### config.mk
export PLATFORM = sky130hd
export DESIGN_NAME = alu_seq_flat
export DESIGN_NICKNAME = d
export VERILOG_FILES = /design/src/rtl/alu_seq_if.sv /design/src/rtl/alu_seq.sv /design/src/flat_wrapper.sv
export SDC_FILE = /design/constraint.sdc
export NUM_CORES = 1
export LEC_CHECK = 0
export CORE_MARGIN = 3
export CORE_UTILIZATION = 50
export DETAILED_ROUTE_END_ITERATION = 10
export HOLD_SLACK_MARGIN = 0.02
export PLACE_DENSITY = 0.73
export SYNTH_ARGS = -nofsm -noshare
export SYNTH_HDL_FRONTEND = slang
export SYNTH_SLANG_ARGS = --single-unit
### constraint.sdc
create_clock -name clk -period 3.2 [get_ports clk]
set_input_delay 0.48 -clock clk [delete_from_list [all_inputs] [get_ports clk]]
set_output_delay 0.48 -clock clk [all_outputs]
set_load 0.005 [all_outputs]
### src/rtl/alu_seq_if.sv
// Request/response bundle between the datapath and alu_seq: operands and op
// in, registered result, flags and the busy/done handshake out.
interface alu_seq_if #(
    parameter int WIDTH = 8
);
    logic             start;
    logic [3:0]       op;
    logic [WIDTH-1:0] A;
    logic [WIDTH-1:0] B;
    logic             ci;
    logic             busy;
    logic             done;
    logic [WIDTH-1:0] result;
    logic [WIDTH-1:0] result_hi;
    logic             co;
    logic             zf;
    logic             nf;
    logic             of;

    modport master (
        output start, op, A, B, ci,
        input  busy, done, result, result_hi, co, zf, nf, of
    );

    modport slave (
        input  start, op, A, B, ci,
        output busy, done, result, result_hi, co, zf, nf, of
    );
endinterface

### src/rtl/alu_seq.sv
// Sequential ALU with registered result/flags: single-cycle arithmetic, logic
// and shift ops, plus an iterative WIDTH-cycle shift-add unsigned multiply.
module alu_seq #(
    parameter int WIDTH = 8
) (
    input logic      clk,
    input logic      rst,
    alu_seq_if.slave bus
);
    localparam int             CW       = $clog2(WIDTH + 1);
    localparam logic [CW-1:0]  LAST_CNT = CW'(WIDTH - 1);

    localparam logic [3:0] OP_ADD = 4'd0;
    localparam logic [3:0] OP_ADC = 4'd1;
    localparam logic [3:0] OP_SBB = 4'd2;
    localparam logic [3:0] OP_AND = 4'd3;
    localparam logic [3:0] OP_OR  = 4'd4;
    localparam logic [3:0] OP_XOR = 4'd5;
    localparam logic [3:0] OP_NOT = 4'd6;
    localparam logic [3:0] OP_SHL = 4'd7;
    localparam logic [3:0] OP_SHR = 4'd8;
    localparam logic [3:0] OP_MUL = 4'd9;

    typedef enum logic [0:0] {
        S_IDLE = 1'b0,
        S_MUL  = 1'b1
    } state_t;

    state_t             state_r;
    logic [2*WIDTH-1:0] mcand_r;
    logic [2*WIDTH-1:0] acc_r;
    logic [WIDTH-1:0]   mplier_r;
    logic [CW-1:0]      cnt_r;

    logic               busy_r;
    logic               done_r;
    logic [WIDTH-1:0]   result_r;
    logic [WIDTH-1:0]   result_hi_r;
    logic               co_r;
    logic               zf_r;
    logic               nf_r;
    logic               of_r;

    logic [WIDTH:0]     ext_a_s;
    logic [WIDTH:0]     ext_b_s;
    logic [WIDTH:0]     ext_ci_s;
    logic [WIDTH:0]     alu_s;
    logic               alu_of_s;
    logic [2*WIDTH-1:0] acc_next_s;

    function automatic logic add_ovf(input logic a_msb, input logic b_msb, input logic r_msb);
        return (a_msb == b_msb) && (r_msb != a_msb);
    endfunction

    function automatic logic sub_ovf(input logic a_msb, input logic b_msb, input logic r_msb);
        return (a_msb != b_msb) && (r_msb != a_msb);
    endfunction

    assign ext_a_s    = {1'b0, bus.A};
    assign ext_b_s    = {1'b0, bus.B};
    assign ext_ci_s   = {{WIDTH{1'b0}}, bus.ci};
    assign acc_next_s = mplier_r[0] ? (acc_r + mcand_r) : acc_r;

    // Single-cycle ops; alu_s is laid out as {co, result}. MUL/illegal give 0.
    always_comb begin
        alu_s = {(WIDTH+1){1'b0}};
        case (bus.op)
            OP_ADD:  alu_s = ext_a_s + ext_b_s;
            OP_ADC:  alu_s = ext_a_s + ext_b_s + ext_ci_s;
            OP_SBB:  alu_s = ext_a_s - ext_b_s - ext_ci_s;
            OP_AND:  alu_s = {1'b0, bus.A & bus.B};
            OP_OR:   alu_s = {1'b0, bus.A | bus.B};
            OP_XOR:  alu_s = {1'b0, bus.A ^ bus.B};
            OP_NOT:  alu_s = {1'b0, ~bus.A};
            OP_SHL:  alu_s = {bus.A, bus.ci};
            OP_SHR:  alu_s = {bus.A[0], bus.ci, bus.A[WIDTH-1:1]};
            default: alu_s = {(WIDTH+1){1'b0}};
        endcase
    end

    // Signed overflow is only meaningful for the add/subtract family.
    always_comb begin
        alu_of_s = 1'b0;
        if (bus.op == OP_ADD || bus.op == OP_ADC) begin
            alu_of_s = add_ovf(bus.A[WIDTH-1], bus.B[WIDTH-1], alu_s[WIDTH-1]);
        end else if (bus.op == OP_SBB) begin
            alu_of_s = sub_ovf(bus.A[WIDTH-1], bus.B[WIDTH-1], alu_s[WIDTH-1]);
        end else begin
            alu_of_s = 1'b0;
        end
    end

    // Control FSM, multiply datapath and registered outputs.
    always_ff @(posedge clk) begin
        if (rst) begin
            state_r     <= S_IDLE;
            mcand_r     <= {(2*WIDTH){1'b0}};
            acc_r       <= {(2*WIDTH){1'b0}};
            mplier_r    <= {WIDTH{1'b0}};
            cnt_r       <= {CW{1'b0}};
            busy_r      <= 1'b0;
            done_r      <= 1'b0;
            result_r    <= {WIDTH{1'b0}};
            result_hi_r <= {WIDTH{1'b0}};
            co_r        <= 1'b0;
            zf_r        <= 1'b0;
            nf_r        <= 1'b0;
            of_r        <= 1'b0;
        end else begin
            done_r <= 1'b0;
            case (state_r)
                S_IDLE: begin
                    if (bus.start) begin
                        if (bus.op == OP_MUL) begin
                            mcand_r  <= {{WIDTH{1'b0}}, bus.A};
                            mplier_r <= bus.B;
                            acc_r    <= {(2*WIDTH){1'b0}};
                            cnt_r    <= {CW{1'b0}};
                            busy_r   <= 1'b1;
                            state_r  <= S_MUL;
                        end else begin
                            result_r    <= alu_s[WIDTH-1:0];
                            result_hi_r <= {WIDTH{1'b0}};
                            co_r        <= alu_s[WIDTH];
                            zf_r        <= (alu_s[WIDTH-1:0] == {WIDTH{1'b0}});
                            nf_r        <= alu_s[WIDTH-1];
                            of_r        <= alu_of_s;
                            done_r      <= 1'b1;
                        end
                    end else begin
                        state_r <= S_IDLE;
                    end
                end
                S_MUL: begin
                    // One multiplier bit per edge; the last pass publishes acc_next_s.
                    acc_r    <= acc_next_s;
                    mcand_r  <= mcand_r << 1;
                    mplier_r <= mplier_r >> 1;
                    cnt_r    <= cnt_r + CW'(1);
                    if (cnt_r == LAST_CNT) begin
                        result_r    <= acc_next_s[WIDTH-1:0];
                        result_hi_r <= acc_next_s[2*WIDTH-1:WIDTH];
                        co_r        <= |acc_next_s[2*WIDTH-1:WIDTH];
                        zf_r        <= (acc_next_s == {(2*WIDTH){1'b0}});
                        nf_r        <= acc_next_s[2*WIDTH-1];
                        of_r        <= 1'b0;
                        done_r      <= 1'b1;
                        busy_r      <= 1'b0;
                        state_r     <= S_IDLE;
                    end else begin
                        state_r <= S_MUL;
                    end
                end
                default: state_r <= S_IDLE;
            endcase
        end
    end

    assign bus.busy      = busy_r;
    assign bus.done      = done_r;
    assign bus.result    = result_r;
    assign bus.result_hi = result_hi_r;
    assign bus.co        = co_r;
    assign bus.zf        = zf_r;
    assign bus.nf        = nf_r;
    assign bus.of        = of_r;
endmodule

### src/flat_wrapper.sv
// flat-port wrapper written by rule: the top's interface ports become plain ports
module alu_seq_flat 
#(
    parameter int WIDTH = 8
)
  (clk, rst, bus_start, bus_op, bus_A, bus_B, bus_ci, bus_busy, bus_done, bus_result, bus_result_hi, bus_co, bus_zf, bus_nf, bus_of);
  alu_seq_if #(.WIDTH(WIDTH)) bus_i ();
  input logic clk;
  input logic rst;
  input wire logic [$bits(bus_i.start)-1:0] bus_start;
  input wire logic [$bits(bus_i.op)-1:0] bus_op;
  input wire logic [$bits(bus_i.A)-1:0] bus_A;
  input wire logic [$bits(bus_i.B)-1:0] bus_B;
  input wire logic [$bits(bus_i.ci)-1:0] bus_ci;
  output wire logic [$bits(bus_i.busy)-1:0] bus_busy;
  output wire logic [$bits(bus_i.done)-1:0] bus_done;
  output wire logic [$bits(bus_i.result)-1:0] bus_result;
  output wire logic [$bits(bus_i.result_hi)-1:0] bus_result_hi;
  output wire logic [$bits(bus_i.co)-1:0] bus_co;
  output wire logic [$bits(bus_i.zf)-1:0] bus_zf;
  output wire logic [$bits(bus_i.nf)-1:0] bus_nf;
  output wire logic [$bits(bus_i.of)-1:0] bus_of;
  assign bus_i.start = bus_start;
  assign bus_i.op = bus_op;
  assign bus_i.A = bus_A;
  assign bus_i.B = bus_B;
  assign bus_i.ci = bus_ci;
  assign bus_busy = bus_i.busy;
  assign bus_done = bus_i.done;
  assign bus_result = bus_i.result;
  assign bus_result_hi = bus_i.result_hi;
  assign bus_co = bus_i.co;
  assign bus_zf = bus_i.zf;
  assign bus_nf = bus_i.nf;
  assign bus_of = bus_i.of;
  alu_seq #(.WIDTH(WIDTH)) u_core (.clk(clk), .rst(rst), .bus(bus_i));
endmodule
-- Yosys cells after proc, flatten, opt, wreduce, memory -nomap -nowiden
Index checks and enable logic that the tools add are counted.
- flip-flop bits (word level): 67
- input bits: 24
- output and inout port bits: 22
- logic and storage cells: 102
- $add $sub $neg: 6
- equality and inequality tests: 17
- muxes and demuxes: 51
- bitwise operators: 5
- reduce and logical (&&, ||, !) cells: 10
- operators by type and width (operator ; number):
    $pmux W9 S9 ; 1
    $mux W16 ; 5
    $mux W8 ; 8
    $pmux W16 S2 ; 2
    $pmux W8 S2 ; 3
    $mux W1 ; 22
    $eq A4 B3 Y1 const B ; 5
    $add A16 B16 Y16 ; 1
    $logic_not A16 Y1 ; 1
    $pmux W1 S2 ; 7
    $add A8 B8 Y9 ; 1
    $add A9 B1 Y9 ; 1
    $sub A8 B8 Y9 ; 1
    $sub A9 B1 Y9 ; 1
    $and A8 B8 Y8 ; 1
    $eq A4 B2 Y1 const B ; 2
    $eq A4 B4 Y1 const B ; 2
    $logic_not A8 Y1 ; 1
    $mux W4 ; 2
    $not A8 Y8 ; 1
    $or A8 B8 Y8 ; 1
    $pmux W4 S2 ; 1
    $reduce_or A8 Y1 ; 1
    $xor A8 B8 Y8 ; 1
    12 further kinds ; 17

-- Logic depth before layout (Yosys ltp)
Gate-level depths: netlist of run 1.
- word-level depth: 10
- depth in mapped cells: 14
- depth with buffers taken out: 14

-- Worst setup path after synthesis of run 1
No wires, ideal clock.
- path kind: register to register
- from: reg u_core.acc_r[0]
- to: reg u_core.co_r, in the netlist u_core.bus.co
- setup time: 0.132 ns
- arrival time: 2.901 ns
- data required time: 3.068 ns
- slack: 0.166 ns
- stages on the path, launching flop included: 12
- path buffers: 0
- period minus slack after synthesis: 3.034 ns
- cells stage by stage: dfxtp_1 > ha_1 > fa_1 > a211o_1 > a21oi_2 > o21ai_1 > a21oi_2 > xnor2_1 > mux2_4 > or4_1 > o41ai_1 > a21oi_1
- word-level cells in the longest chain between the ends: 5
- ends and longest elaborated chain (what ; line ; text):
    start: declaration ; alu_seq.sv:31 ; logic [2*WIDTH-1:0] acc_r;
    start signal: assignment ; alu_seq.sv:98 ; acc_r <= {(2*WIDTH){1'b0}};
    start signal: assignment ; alu_seq.sv:117 ; acc_r <= {(2*WIDTH){1'b0}};
    start signal: assignment ; alu_seq.sv:136 ; acc_r <= acc_next_s;
    $add A16 B16 Y16 ; alu_seq.sv:62 ; assign acc_next_s = mplier_r[0] ? (acc_r + mcand_r) : acc_r;
    $mux W16 ; alu_seq.sv:62 ;
    $reduce_or A8 Y1 ; alu_seq.sv:143 ; co_r <= |acc_next_s[2*WIDTH-1:WIDTH];
    $mux W1 ; alu_seq.sv:140 ; if (cnt_r == LAST_CNT) begin
    $pmux W1 S2 ; alu_seq.sv:111 ; case (state_r)
    end signal: assignment ; alu_seq.sv:124 ; co_r <= alu_s[WIDTH];
    end signal: assignment ; alu_seq.sv:143 ;
    end: declaration ; alu_seq.sv:39 ; logic co_r;
No other way between the ends. The select of a mux whose other input is x is not followed.
A chain may end at the register's enable or synchronous reset.

-- Worst setup path in the final report of run 1
Ends and elaborated chain as after synthesis.

==> out/results.tsv, run 1 <==
stage	metric	value	unit
die	core box area	10000	sq um
power_and_ir_drop	pwr dens	348	nW/um^2
logic_synthesis	Synth Register Bits	67	
clock_network	Worst-path clk slew	0.08	ns
global_route	GR Util met1	43.0	%
route	Routed Antenna Nets	0	
logic_synthesis	asr flop ratio synth	0	%
global_route	M2 GR Usage	45.2	%
finish	Area growth syn-to-layout	30.7	%
route	final wirelength	16700	microns
setup_path	Max stage delay on crit path	0.56	ns
power_and_ir_drop	Peak VDD IR	0.000278	V
global_route	first-pass GRT wire length	26900	microns
logic_synthesis	Synth Instances	700	
setup_path	flop2flop setup slack	0.10	ns
logic_synthesis	Netlist Area Pre-Place	5260	sq um
logic_synthesis	yosys warns	0	
setup_path	CP delay by family, top	compound AO/OA/AOI/OAI gates	
run	Max Cap Viol	0	
sta	max_slew headroom	10.2	%
clock_network	clock root cell	clkbuf_8	
route	DRC Markers	0	
setup_path	Crit. End Element	flip-flop	
setup_path	WP data required	3.41	ns
clock_network	Num Clock Sinks	67	
setup_path	Buf/Inv on CP	1	
clock_network	H-tree levels	3	
clock_network	post-cts hold buffer count	0	
sta	hold_ws	0.460	ns
die	initial core utilization	52.6	%
logic_synthesis	top-count cell post-synth	nor2_1	
global_route	global route total overflow	0	
clock_network	CTS tree	yes	
outcome	outcome	completed	
place	DP HPWL	12700	microns
logic_synthesis	Avg Cell Area, Syn	7.51	sq um
sta	period utilisation layout	96.9	%
sta	minimum clock period	3.10	ns
die	Die X	109	microns
finish	fin util	68.7	%
route	DRT iter0 DRCs	450	
logic_synthesis	predominant post-synthesis flop cell	dfxtp_1	
route	DR pass1 iterations	5	
setup_path	worst-path maximum fanout	3	
logic_synthesis	distinct cell type count of the synthesized netlist	59	
setup_path	Crit path arrival time	3.31	ns
global_route	layer with the highest usage	met2	
sta	Max Slew Vio Count	0	
global_route	number of antenna violations at the first check in global routing	0	
place	dpl cell area	6430	sq um
sta	Setup-failing EPs final	0	
logic_synthesis	Post-synth top cells	nor2_1 (115), a21oi_1 (87), dfxtp_1 (67), ha_1 (48), nand2_1 (43)	
sta	Layout Skew	0.00712	ns
logic_synthesis	Post-synth EDFFs	0	
setup_path	Setup CP Type	flip-flop to flip-flop	
logic_synthesis	cell accounting for the most synthesized area	dfxtp_1	
finish	Final Cell Area	6870	sq um
sta	Final Hold Viols	0	
clock_network	CTS Buf Count	9	
setup_path	slowest CP cell	or4_4	
die	die area	11800	sq um
place	Port-buffer cells	45	
sta	Setup TNS Final	0	ns
die	Ports	46	
die	Rows	36	
clock_network	worst skew pair latency	0.35	ns
logic_synthesis	register area share after synthesis	25.5	%
route	DR vias	5578	
sta	worst-margin pin slew	1.34	ns
finish	Total Nets Final	891	
global_route	largest net degree at the start of global routing	51	
setup_path	worst path cell trace	ha_4 -> fa_2 -> a211o_1 -> a21oi_4 -> o31ai_4 -> xor2_1 -> o31a_1 -> or4_4 -> o41ai_2 -> buf_4 -> a21oi_1	
logic_synthesis	Synth area leaders	dfxtp_1 (26%), ha_1 (11%), a21oi_1 (8.3%)	
die	Chip Height	109	microns
logic_synthesis	Synth top area share	25.5	%
route	Avg Vias per Cell	5.85	
place	gpl congestion	0.968	
setup_path	startpoint types	flip-flop	
clock_network	clk buf depth	2	
power_and_ir_drop	Leak	3.13	nW
global_route	vias in the first global route	5190	
global_route	all-layer global routing usage	29.1	%
logic_synthesis	syn_nets	776	
finish	layout cell share with drive strength beyond 1	20.1	%
sta	Peak Freq	323	MHz
power_and_ir_drop	Final Power	2.39	mW
route	routed length per instance	17.5	microns
min_path	HP Class	flip-flop to flip-flop	
global_route	met3 Resource Use GR	5.13	%
finish	ANT cells	0	
-- layout make-up --
cell class / count / area (sq um)
multi-input combinational: 562 / 3800
fill: 861 / 3130
sequential: 67 / 1350
timing repair buffer: 143 / 1180
tap: 133 / 166
clock buffer: 12 / 165
inverter: 32 / 120
clock inverter: 4 / 95.1
-- metal layers --
metal / wire length (microns) / vias up / share of wire (%)
li1: - / 2705 / -
met1: 7860 / 2630 / 47
met2: 7510 / 222 / 45
met3: 1160 / 21 / 6.9
met4: 189 / 0 / 1.1
met5: 0 / - / 0
-- path summary, 6_finish.rpt --
kind,startpoint,end,cells past startpoint
max,u_core.acc_r[0]$_SDFFE_PP0P_,u_core.bus.co$_SDFFE_PP0P_,11
max reg2reg,u_core.acc_r[0]$_SDFFE_PP0P_,u_core.bus.co$_SDFFE_PP0P_,11
min reg2reg,u_core.bus.result_hi[5]$_SDFFE_PP0P_,u_core.bus.result_hi[5]$_SDFFE_PP0P_,2
min,u_core.bus.result_hi[5]$_SDFFE_PP0P_,u_core.bus.result_hi[5]$_SDFFE_PP0P_,2
-- what timing repair did --
action | 4_1_cts | 5_1_grt
pin swaps | 17 | 13
setup endpoints to repair | 5 | 6
setup buffers | 3 | 0
resized for setup | 16 | 32
-- where the power goes --
part / leakage, nW / internal (mW) / switching [mW]
registers: 0.543 / 0.847 / 0.0105
clock network: 0.133 / 0.580 / 0.324
logic: 2.46 / 0.305 / 0.325
total: 3.13 / 1.73 / 0.660
-- metrics by stage --
step / instances / worst slack, ns
final: 953 / 0.101
after CTS: 953 / -0.00323
after global routing: 953 / -0.0137
after floorplan: 700 / 0.166
after global placement: 934 / -0.461
after detailed placement: 934 / -0.585
-- worst register-to-register path: stages (launching register included) --
cell and delay [ns]:
dfxtp_2 0.34, ha_4 0.17, fa_2 0.35, a211o_1 0.32, a21oi_4 0.21, o31ai_4 0.09, xor2_1 0.17, o31a_1 0.27
or4_4 0.56, o41ai_2 0.29, buf_4 0.16, a21oi_1 0.05
-- cells in the final DEF, fill, tap and decap left out, types with 14 or more instances in the layout --
cell and instances:
xnor2_1 18, ha_1 43, a21oi_1 85, o21ai_0 19, and3_1 22, nand3_1 16, buf_4 98, nand2_1 43
clkdlybuf4s50_1 39, dfxtp_1 64, inv_1 30, nor2_1 115, xor2_1 14, nor3_1 16
-- kinds of logic (layout without fill, tap and decap cells) --
logic type | after synthesis | count (layout) | share of synthesized area (%)
flops | 67 | 67 | 25.5
fa+ha+maj | 52 | 52 | 12.9
buf+inv | 71 | 191 | 5.12
simple gates | 261 | 261 | 23.0
compound gates | 193 | 193 | 22.8
xor+xnor | 35 | 35 | 5.83
mux | 21 | 21 | 4.76
-- sequential cells by signal, indices dropped and copies added (netlist names) --
name,flops
u_core.mplier_r,8
u_core.mcand_r,16
u_core.bus.co,1
u_core.acc_r,16
u_core.bus.busy,1
u_core.bus.result_hi,8
u_core.bus.result,8
u_core.bus.of,1
u_core.cnt_r,4
u_core.bus.done,1
u_core.bus.nf,1
u_core.state_r,1
u_core.bus.zf,1
Power figures use the tool's default switching activity.
==> run 2, diff against run 1 <==
Settings changed: PLACE_DENSITY 0.73 to unset, PLACE_DENSITY_LB_ADDON set to 0.2.
==> run 2 against run 1 <==
  * Worst setup slack lost 0.051 ns
  * Sequential share of layout area increased by 0.25 points
  * Wire length rose by 4.7%
  * Largest power group is now registers
==> out/results.tsv, run 2 (synthesis gave the netlist of run 1 again) <==
stage	metric	value	unit	change
outcome	outcome	completed		
finish	Area growth syn-to-layout	29.1	%	
finish	commonest non-fill, non-tap cell in the layout	nor2_1		
global_route	global route total overflow	0		unchanged
global_route	largest net degree at the start of global routing	67		+31%
clock_network	clk buf depth	2		unchanged
sta	RSZ-0062 raised after global routing	yes		
finish	commonest non-fill, non-tap cells in the layout	nor2_1 (115), buf_4 (90), a21oi_1 (86), dfxtp_1 (64), ha_1 (46)		
sta	Max Slew Vio Count	0		unchanged
place	dpl cell area	6410	sq um	-0.31%
global_route	all-layer global routing usage	29.9	%	+0.73 points
die	die area	11800	sq um	unchanged
power_and_ir_drop	Final Power	2.23	mW	-6.7%
finish	ANT cells	0		unchanged
route	DRC Markers	0		unchanged
setup_path	Max stage delay on crit path	0.57	ns	about the same
setup_path	worst reg2reg path depth	10		-1
run	Max Cap Viol	0		unchanged
power_and_ir_drop	Cell Int Power	1.53	mW	-12%
sta	max_slew headroom	18.6	%	+8.4 points
sta	Peak Freq	317	MHz	-1.6%
route	DR vias	5639		+1.1%
setup_path	startpoint types	flip-flop		
sta	Final Hold Viols	0		unchanged
setup_path	Crit path arrival time	3.35	ns	+0.04 ns
min_path	Worst Hold Path Cells	2		unchanged
clock_network	CTS tree	yes		
setup_path	Buf/Inv on CP	0		-1
die	Rows	36		unchanged
route	routed length per instance	18.5	microns	+5.4%
place	Setup WS pre-CTS	-0.601	ns	-0.0157 ns
place	gpl congestion	0.960		-0.83%
sta	Layout Skew	0.0133	ns	+0.00622 ns
die	Die X	109	microns	unchanged
finish	Total Nets Final	885		-0.67%
power_and_ir_drop	Peak VDD IR	0.000229	V	-18%
setup_path	worst-path maximum fanout	3		unchanged
clock_network	CTS Buf Count	9		unchanged
sta	minimum clock period	3.15	ns	+0.0513 ns
setup_path	Setup CP Type	flip-flop to flip-flop		
setup_path	slowest CP cell	or4_4		
setup_path	critical path depth	10		-1
finish	fin util	67.9	%	-0.85 points
power_and_ir_drop	Seq pwr share	38.3	%	+2.5 points
route	final wirelength	17500	microns	+4.7%
sta	worst-margin pin slew	1.22	ns	-0.125 ns
power_and_ir_drop	Sw Share	31.4	%	+3.8 points
global_route	vias in the first global route	5277		+1.7%
clock_network	H-tree levels	3		unchanged
power_and_ir_drop	Comb power frac	28.4	%	+2.1 points
power_and_ir_drop	Clock power frac	33.3	%	-4.5 points
place	Port-buffer cells	45		unchanged
route	Avg Vias per Cell	5.95		+1.7%
power_and_ir_drop	Leak	3.09	nW	-1.4%
setup_path	Crit. End Element	flip-flop		
finish	Top Registers	u_core.acc_r x16, u_core.mcand_r x16		
route	DR pass1 iterations	6		+1
clock_network	Num Clock Sinks	67		unchanged
sta	period utilisation layout	98.5	%	+1.6 points
die	Ports	46		unchanged
clock_network	Worst-path clk slew	0.08	ns	about the same
setup_path	worst path cell trace	ha_4 -> fa_2 -> a211o_1 -> a21oi_4 -> o31ai_4 -> xor2_1 -> o31a_1 -> or4_4 -> o41ai_4 -> a21oi_1		
sta	Setup-failing EPs final	0		unchanged
global_route	first-pass GRT wire length	27400	microns	+1.7%
finish	layout cell share with drive strength beyond 1	18.3	%	-1.8 points
power_and_ir_drop	pwr dens	329	nW/um^2	-5.5%
global_route	number of antenna violations at the first check in global routing	1		+1
clock_network	worst skew pair latency	0.35	ns	about the same
die	Chip Height	109	microns	unchanged
sta	worst setup margin	0.0494	ns	-0.0513 ns
clock_network	post-cts hold buffer count	0		unchanged
clock_network	clock root cell	clkbuf_8		
power_and_ir_drop	Net Sw Power	0.701	mW	+6.2%
setup_path	WP data required	3.40	ns	about the same
min_path	HP Class	flip-flop to flip-flop		
finish	filler cell count	867		+0.70%
setup_path	CP delay by family, top	compound AO/OA/AOI/OAI gates		
die	core box area	10000	sq um	unchanged
finish	Final Cell Area	6790	sq um	-1.2%
place	DP HPWL	13100	microns	+3.0%
die	initial core utilization	52.6	%	unchanged
route	Routed Antenna Nets	0		unchanged
route	DRT iter0 DRCs	508		+13%
==> run 2: changes by cell type in the layout (fill, tap and decap cells not counted), moves of 2 or more <==
cell,previous run,this run
buf_12,0,2
buf_4,98,90
bufinv_16,3,1
clkbuf_8,12,10
clkinv_4,0,2
ha_1,43,46
ha_2,3,1
xnor2_1,18,20
xnor2_2,3,1
==> run 2: cell type report <==
class                   count  area [sq um]  area share, %
multi-input cells         562          3790           55.8
inverters                  32           120           1.77
clock inverters             6          65.1          0.959
well taps                 133           166           2.45
flip-flops and latches     67          1350           19.8
clock buffers              10           138           2.03
repair buffers            137          1160           17.1
==> run 2: final timing paths <==
path                                                      startpoint                                   end  slack [ns]
worst max-delay path                  u_core.mcand_r[0]$_SDFFE_PP0P_            u_core.bus.co$_SDFFE_PP0P_        0.05
worst min-delay path            u_core.bus.result_hi[5]$_SDFFE_PP0P_  u_core.bus.result_hi[5]$_SDFFE_PP0P_        0.48
worst max register to register        u_core.mcand_r[0]$_SDFFE_PP0P_            u_core.bus.co$_SDFFE_PP0P_        0.05
worst min register to register  u_core.bus.result_hi[5]$_SDFFE_PP0P_  u_core.bus.result_hi[5]$_SDFFE_PP0P_        0.48
==> run 2: what timing repair did <==
action,4_1_cts,5_1_grt
setup buffers,3,0
pin swaps,10,11
resized for setup,22,16
setup endpoints to repair,6,7
endpoints found under the hold margin,0,0
cloned,0,0
==> run 2: through the flow <==
stage	cells	TNS, ns	hold slack, ns
2_1_floorplan	700	0	0.448
3_3_place_gp	928	-3.46	0.441
3_5_place_dp	928	-4.14	0.472
4_1_cts	947	-0.00283	0.484
5_1_grt	947	-0.0244	0.505
6_report	947	0	0.476
==> run 2: per-layer routing <==
layer	global-route usage [%]	wire length (microns)	up-vias
li1	-	-	2704
met1	43.3	7950	2626
met3	6.21	1680	24
met2	45.4	7630	285
met4	7.03	242	0
met5	0	0	-
==> run 2: power groups by stage <==
stage               Sequential [mW]  Combinational [mW]  Clock, mW
global placement              0.875               0.583          0
floorplan                     0.873               0.319          0
finish                        0.856               0.634      0.743
global route                  0.857               0.683      0.779
detailed placement            0.875               0.591          0
CTS                           0.855               0.615      0.748
==> run 2: worst min-delay path: stages, from the launching register on <==
cell     delay, ns
dfxtp_1       0.32
nand2_1       0.06
a21oi_1       0.05
